**src/rtl/gray_arb_pkg.sv**
```systemverilog
// Shared constants, state encoding and ID-width helper for the shared Gray encoder arbiter.
package gray_arb_pkg;

  localparam int DEF_NREQ  = 4;
  localparam int DEF_WIDTH = 4;

  typedef enum logic {
    IDLE   = 1'b0,
    RESULT = 1'b1
  } state_e;

  // A single requester still needs a 1-bit ID field.
  function automatic int id_width(input int n);
    return (n <= 1) ? 1 : $clog2(n);
  endfunction

endpackage

```
**src/rtl/gray_encode.sv**
```systemverilog
// Purely combinational binary-to-Gray encoder; Gray MSB equals binary MSB.
module gray_encode #(
  parameter int WIDTH = 4
) (
  input  logic [WIDTH-1:0] bin,
  output logic [WIDTH-1:0] gray
);

  assign gray = bin ^ (bin >> 1);

endmodule

```
**src/rtl/gray_conv_arbiter.sv**
```systemverilog
// Round-robin arbiter sharing one Gray encoder between NREQ requesters.
// Define GRAY_ARB_FIXED_PRI_EN for fixed lowest-index-wins priority instead.
module gray_conv_arbiter
  import gray_arb_pkg::*;
#(
  parameter int NREQ  = DEF_NREQ,
  parameter int WIDTH = DEF_WIDTH
) (
  input  logic                        CLK,
  input  logic                        RST_N,
  input  logic [NREQ-1:0]             REQ,
  input  logic [NREQ*WIDTH-1:0]       BIN_IN,
  output logic [NREQ-1:0]             GNT,
  output logic [WIDTH-1:0]            GRAY_OUT,
  output logic [id_width(NREQ)-1:0]   OUT_ID,
  output logic                        OUT_VALID,
  input  logic                        OUT_RDY,
  output logic                        BUSY
);

  localparam int IDW = id_width(NREQ);

  // Handshake: a result transfers on the rising edge where OUT_VALID && OUT_RDY;
  // until then OUT_VALID, GRAY_OUT and OUT_ID stay stable. OUT_RDY while
  // OUT_VALID is low has no effect.

  state_e              state_q, state_d;
  logic [NREQ-1:0]     gnt_q, gnt_d;
  logic [WIDTH-1:0]    gray_q, gray_d;
  logic [IDW-1:0]      id_q, id_d;
  logic                valid_q, valid_d;

  logic                win_found;
  logic [IDW-1:0]      win_id;
  logic [WIDTH-1:0]    win_bin;
  logic [WIDTH-1:0]    win_gray;

`ifdef GRAY_ARB_FIXED_PRI_EN
  // Descending scan so the lowest set index is the final assignment.
  always_comb begin
    win_found = 1'b0;
    win_id    = '0;
    for (int i = NREQ - 1; i >= 0; i--) begin
      if (REQ[i]) begin
        win_found = 1'b1;
        win_id    = IDW'(i);
      end
    end
  end
`else
  logic [IDW-1:0] last_q, last_d;
  int             rr_idx;

  // Scan from LAST+NREQ down to LAST+1 so the first requester after LAST wins.
  always_comb begin
    win_found = 1'b0;
    win_id    = '0;
    rr_idx    = 0;
    for (int k = NREQ; k >= 1; k--) begin
      rr_idx = int'(last_q) + k;
      if (rr_idx >= NREQ) rr_idx = rr_idx - NREQ;
      if (REQ[rr_idx]) begin
        win_found = 1'b1;
        win_id    = IDW'(rr_idx);
      end
    end
  end
`endif

  assign win_bin = BIN_IN[int'(win_id)*WIDTH +: WIDTH];

  gray_encode #(.WIDTH(WIDTH)) u_gray_encode (
    .bin  (win_bin),
    .gray (win_gray)
  );

  always_comb begin
    state_d = state_q;
    gnt_d   = '0;
    gray_d  = gray_q;
    id_d    = id_q;
    valid_d = valid_q;
`ifndef GRAY_ARB_FIXED_PRI_EN
    last_d  = last_q;
`endif
    case (state_q)
      IDLE: begin
        if (win_found) begin
          gnt_d[win_id] = 1'b1;
          gray_d        = win_gray;
          id_d          = win_id;
          valid_d       = 1'b1;
`ifndef GRAY_ARB_FIXED_PRI_EN
          last_d        = win_id;
`endif
          state_d       = RESULT;
        end
      end
      RESULT: begin
        if (valid_q && OUT_RDY) begin
          valid_d = 1'b0;
          state_d = IDLE;
        end
      end
      default: state_d = IDLE;
    endcase
  end

  always_ff @(posedge CLK) begin
    if (!RST_N) begin
      state_q <= IDLE;
      gnt_q   <= '0;
      gray_q  <= '0;
      id_q    <= '0;
      valid_q <= 1'b0;
`ifndef GRAY_ARB_FIXED_PRI_EN
      last_q  <= IDW'(NREQ - 1);
`endif
    end else begin
      state_q <= state_d;
      gnt_q   <= gnt_d;
      gray_q  <= gray_d;
      id_q    <= id_d;
      valid_q <= valid_d;
`ifndef GRAY_ARB_FIXED_PRI_EN
      last_q  <= last_d;
`endif
    end
  end

  assign GNT       = gnt_q;
  assign GRAY_OUT  = gray_q;
  assign OUT_ID    = id_q;
  assign OUT_VALID = valid_q;
  assign BUSY      = (state_q != IDLE);

endmodule
```
**config.mk**
```make
export PLATFORM = sky130hd
export DESIGN_NAME = gray_conv_arbiter
export DESIGN_NICKNAME = d
export VERILOG_FILES = /design/src/rtl/gray_arb_pkg.sv /design/src/rtl/gray_encode.sv /design/src/rtl/gray_conv_arbiter.sv
export SDC_FILE = /design/constraint.sdc
export NUM_CORES = 1
export LEC_CHECK = 0
export ABC_CLOCK_PERIOD_IN_PS = 2900
export CORE_UTILIZATION = 45
export DETAILED_ROUTE_END_ITERATION = 12
export PLACE_DENSITY = 0.88
export SYNTH_ARGS = -nofsm -noshare
export SYNTH_HDL_FRONTEND = slang
export SYNTH_SLANG_ARGS = --single-unit
```
**constraint.sdc**
```tcl
create_clock -name CLK -period 2.9 [get_ports CLK]
set_clock_uncertainty 0.05 [all_clocks]
set_input_delay 0.725 -clock CLK [delete_from_list [all_inputs] [get_ports CLK]]
set_output_delay 0.725 -clock CLK [all_outputs]
set_load 0.01 [all_outputs]
```
Word-level counts from Yosys, hierarchy flattened --
Cells that the tools add are included.
Operators by class: multiplexer cells 32, bitwise operators 4, reduce and logical (&&, ||, !) cells 5, shift operators 1, magnitude comparators 10, eq/ne operators 2, add/subtract/negate cells 8
Operators by type and width (count):
- 32-bit by 4-bit < comparator with 1-bit output (second input constant) | 4
- 32-bit two-way mux | 4
- 1-bit two-way mux | 17
- 16-bit by 5-bit variable part select with 4-bit output | 1
- 3-bit by 3-bit subtractor with 4-bit output (second input constant) | 3
- 3-bit >= comparator (second input constant) | 3
- 1-bit binary-select mux with 2-bit select | 4
- 2-bit two-way mux | 4
- 2-bit by 2-bit adder with 3-bit output (second input constant) | 2
- 4-bit by 3-bit subtractor with 5-bit output (second input constant) | 1
- 2-bit by 3-bit adder with 4-bit output (second input constant) | 1
- 4-bit by 3-bit >= comparator with 1-bit output (second input constant) | 1
- 1-bit one-hot mux with 2 select lines | 2
- 2-bit AND reduction | 2
- 4-bit by 3-bit bitwise XOR with 4-bit output | 1
- 2-bit by 1-bit adder with 3-bit output (second input constant) | 1
- 2-bit by 3-bit < comparator with 1-bit output (second input constant) | 1
- 1-bit NOT | 3
- 3-bit OR reduction | 1
- 1-bit demux with 2-bit select | 1
- 2-bit by 1-bit >= comparator with 1-bit output (second input constant) | 1
- 1-bit logical AND | 2
- 2-bit by 1-bit inequality test with 1-bit output (second input constant) | 1
- 2-bit inequality test (second input constant) | 1
Word-level totals: flip-flop bits (word level) 14, output and inout port bits 12, bits of input ports 23

Longest topological paths before layout --
depth in word-level cells 14, gate-level depth with buffers 6, depth with buffers taken out 5

Cells and area by module --
Synthesis repeated with hierarchy kept, for this count alone.
Second synthesis, totals: cell total of the unflattened synthesis 79, area, all modules 737.0 µm²
By module, submodules not included:
- gray_conv_arbiter | area each 703.2 µm², cells each 75, sequential area each 280.3 µm², times used 1
- gray_encode | area each 33.8 µm², cells each 4, sequential area each 0.0 µm², times used 1

Worst setup path before layout --
OpenSTA, ideal clock, no wires.
path type input port to flip-flop, from input REQ[3], to register gray_q[1], in the netlist GRAY_OUT[1], arrival time 1.852 ns, slack 0.883 ns, required time 2.734 ns, path buffers 1, cell stages on the path 6, path through nor2b_2 > o21ai_2 > nand3_2 > buf_6 > or4_1 > and3_1
Between the ends: word-level cells in the longest chain between the ends 9, elaborated cells on any way between the ends 23, classes of those cells shift: 1; mux: 20; bitwise: 1; reduce/logical: 1
RTL lines:
- from (decl) | RTL line gray_conv_arbiter.sv:11 | input logic [NREQ-1:0] REQ,
- 1-bit binary-select mux with 2-bit select | RTL line gray_conv_arbiter.sv:62 | if (REQ[rr_idx]) begin
- 1-bit two-way mux (not written as such) (2 in series) | RTL line gray_conv_arbiter.sv:62
- 2-bit two-way mux (4 in series) | RTL line gray_conv_arbiter.sv:62
- 16-bit by 5-bit variable part select with 4-bit output | RTL line gray_conv_arbiter.sv:70 | assign win_bin = BIN_IN[int'(win_id)*WIDTH +: WIDTH];
- 4-bit by 3-bit bitwise XOR with 4-bit output | RTL line gray_encode.sv:9 | assign gray = bin ^ (bin >> 1);
- to (signal assigned) | RTL line gray_conv_arbiter.sv:122 | gray_q <= gray_d;
- to (decl) | RTL line gray_conv_arbiter.sv:29 | logic [WIDTH-1:0] gray_q, gray_d;
Several ways; a longest one is shown, not always the timed one. The select of a mux whose other input is x is not followed. A chain may end at the register's enable or synchronous reset.

Worst setup path in the final report --
from input REQ[1], to register gray_q[0], in the netlist GRAY_OUT[0]
Same word-level chain as after synthesis.

==> results.cfg <==
[min_path]
worstHoldPathCells = 2
holdCritStartpoint = GRAY_OUT[3]
hp-class = register to register
hold_path_end = GRAY_OUT[3]

[placed_design]
pre_cts_ws_ns = 0.248
gp_congestion = 0.863
place_area_mm2 = 0.00122
io_buffers = 34
dp_hpwl_um = 1600

[timing]
tightest_slew_ns = 0.357
max_freq_mhz = 422
hold_viol = 0
slew_violations = 0
slew_headroom = 0.759
setup_slack_ns = 0.529
finalCritPeriodShare = 0.817
rsz0062_at_grt = false
setup_viol = 0
period_minus_slack_ns = 2.37
tns_ns = 0

[power_and_ir_drop]
combPwrFrac = 0.362
powerDensity_mw_per_mm2 = 456
power_switching_uw = 169
p_leak_nw = 0.515
switching_share = 0.295
intPower_uw = 405
total_power_uw = 574
ir_drop_uv = 197
power_frac_clock = 0.242
p_seq_frac = 0.396

[synth]
synth-seq-area-share = 0.325
ys_ff_latch = 14
synth.most_common_cell = dfxtp_1
async_reset_ff_frac = 0
syn_inst = 102
synth_top_area_share = 0.325
synth_cell_type_count = 33
ys_top_cells_by_area = dfxtp_1 (32%), mux2i_1 (10%), xor2_1 (6.1%), nand2_1 (5.7%), nor2_1 (4.8%)
avgSynthCellArea_um2 = 8.46
ys.warnings.count = 0
synth_flop_cell = dfxtp_1
syn-num-nets = 125
synth-edff-count = 0
synth_area_um2 = 863
yosys-top-cells-count = dfxtp_1 (14), nand2_1 (13), nor2_1 (11)
yosysTopAreaCell = dfxtp_1

[setup_path]
setup.worst_path.end_class = register
crit_type = input port to register
crit_fanout = 13
regToRegStartpoint = last_q[0]
reg2regPathDepth = 5
cp.required_ns = 3.05
critPathLaunch = REQ[1]
r2r-end = GRAY_OUT[0]
slowest_stage = clkdlybuf4s50_1
worstPathArrival_ns = 2.52
reg2reg_slack_ns = 1.15
startpoint_type = input port
crit_chain = clkdlybuf4s50_1 > or3b_1 > o311a_4 > mux2i_1 > mux2_1 > a211oi_1
max_stage_delay_ns = 0.53

[clock_network]
cts_sinks = 14
cts_root_buf = clkbuf_4
cts_setup_buffers = 0
cts_tree = built
ctsHtreeMaxLevel = 1
cts_hold_buffers = 0
clk_latency_ns = 0.28
cts_resized = 0
clk_pin_slew_ns = 0.08
cts_buffers = 3
max-clock-path-buffers = 2

[global_route]
grt_max_degree = 14
track_usage = 0.211
antenna_found_initial = 0
grt_overflow_total = 0
grt_pass1_wl_um = 3210
grt_pass1_vias = 765

[run]
max_cap_violations = 0

[cells_and_area]
final_util = 0.714
diodes = 0
n_fill_cell = 147
areaGrowthSynthToFinish_pct = 45.9
layout-drive-gt1-share = 0.115
nets = 163
stdcell_area_mm2 = 0.00126

[routing]
vias = 878
dr.pass1.iters = 4
drc = 0
routed_wl_um = 1960
post_drt_wl_per_cell_um = 12.0
drt_first_iter_violations = 34
ant_nets = 0
routed_via_density = 5.35

[outcome]
status = finished, final reports clean

[die]
die_area_mm2 = 0.00210
start_util = 0.489
fp-row-count = 15
die_x_um = 45.8
core_mm2 = 0.00176
die_y_um = 45.8
num_io_pins = 35
## power by group through the flow
stage	Clock, mW	Combinational, mW	Sequential (mW)
after floorplan	0	0.111	0.238
after global placement	0	0.202	0.230
after detailed placement	0	0.207	0.232
after CTS	0.143	0.208	0.227
after global routing	0.153	0.224	0.230
final	0.139	0.208	0.227
## area by class of cell
cell class,instances,area (um2),share of cell area
Multi-Input combinational cell,82,546,0.433
Timing Repair Buffer,36,355,0.282
Sequential cell,14,280,0.222
Clock buffer,4,36.3,0.0288
Tap cell,25,31.3,0.0248
Inverter,3,11.3,0.00894
## registers in the layout (all words and copies together), names as in the netlist
| register | flops |
|---|---|
| BUSY | 1 |
| GNT | 4 |
| GRAY_OUT | 4 |
| OUT_ID | 2 |
| OUT_VALID | 1 |
| last_q | 2 |
## cell usage in the layout, fill, tap and decap left out, drive strengths merged
| master | count |
|---|---|
| o22ai | 1 |
| o211ai | 1 |
| and3 | 3 |
| or3b | 1 |
| nor2b | 5 |
| a22oi | 2 |
| dfxtp | 14 |
| clkbuf | 4 |
| and4 | 1 |
| xor2 | 6 |
| nor2 | 11 |
| a21oi | 4 |
| a21o | 1 |
| nand3 | 3 |
| o21ai | 8 |
| a211oi | 1 |
| mux2 | 2 |
| mux2i | 9 |
| nand2 | 13 |
| or4 | 2 |
| or3 | 1 |
| and2 | 1 |
| nor3 | 1 |
| o311a | 1 |
| inv | 3 |
| or2 | 1 |
| clkdlybuf4s50 | 34 |
| buf | 2 |
| a31oi | 3 |
## through the flow
stage                     std cells  hold slack [ns]
final                           164            0.422
after global routing            164            0.449
after CTS                       164            0.422
after detailed placement        160            0.409
after global placement          160            0.404
after floorplan                 102            0.440
## worst max-delay path, delay by kind of cell
| family | cells | cell delay (ns) |
|---|---|---|
| compound gates | 2 | 0.42 |
| buf+inv | 1 | 0.53 |
| mux | 2 | 0.46 |
| simple gates | 1 | 0.38 |
## layer usage
layer,vias up,GRT usage,share of wire
li1,441,-,-
met1,395,0.263,0.44
met2,37,0.366,0.49
met3,5,0.0317,0.050
met4,0,0.0765,0.013
met5,-,0,0
## worst max path at each step
stage / cells past startpoint / endpoint / slack [ns]
finish: 6 / GRAY_OUT[0] / 0.53
global route: 6 / GRAY_OUT[0] / 0.45
global placement: 6 / GRAY_OUT[0] / 0.31
detailed placement: 6 / GRAY_OUT[0] / 0.25
floorplan: 6 / GRAY_OUT[1] / 0.88
CTS: 6 / GRAY_OUT[0] / 0.54
## cell families after synthesis
| group | share of synthesized area |
|---|---|
| compound gates | 0.175 |
| xor+xnor | 0.0609 |
| buf+inv | 0.0435 |
| flops | 0.325 |
| mux | 0.130 |
| simple gates | 0.265 |
(Power assumes the default switching activity.)
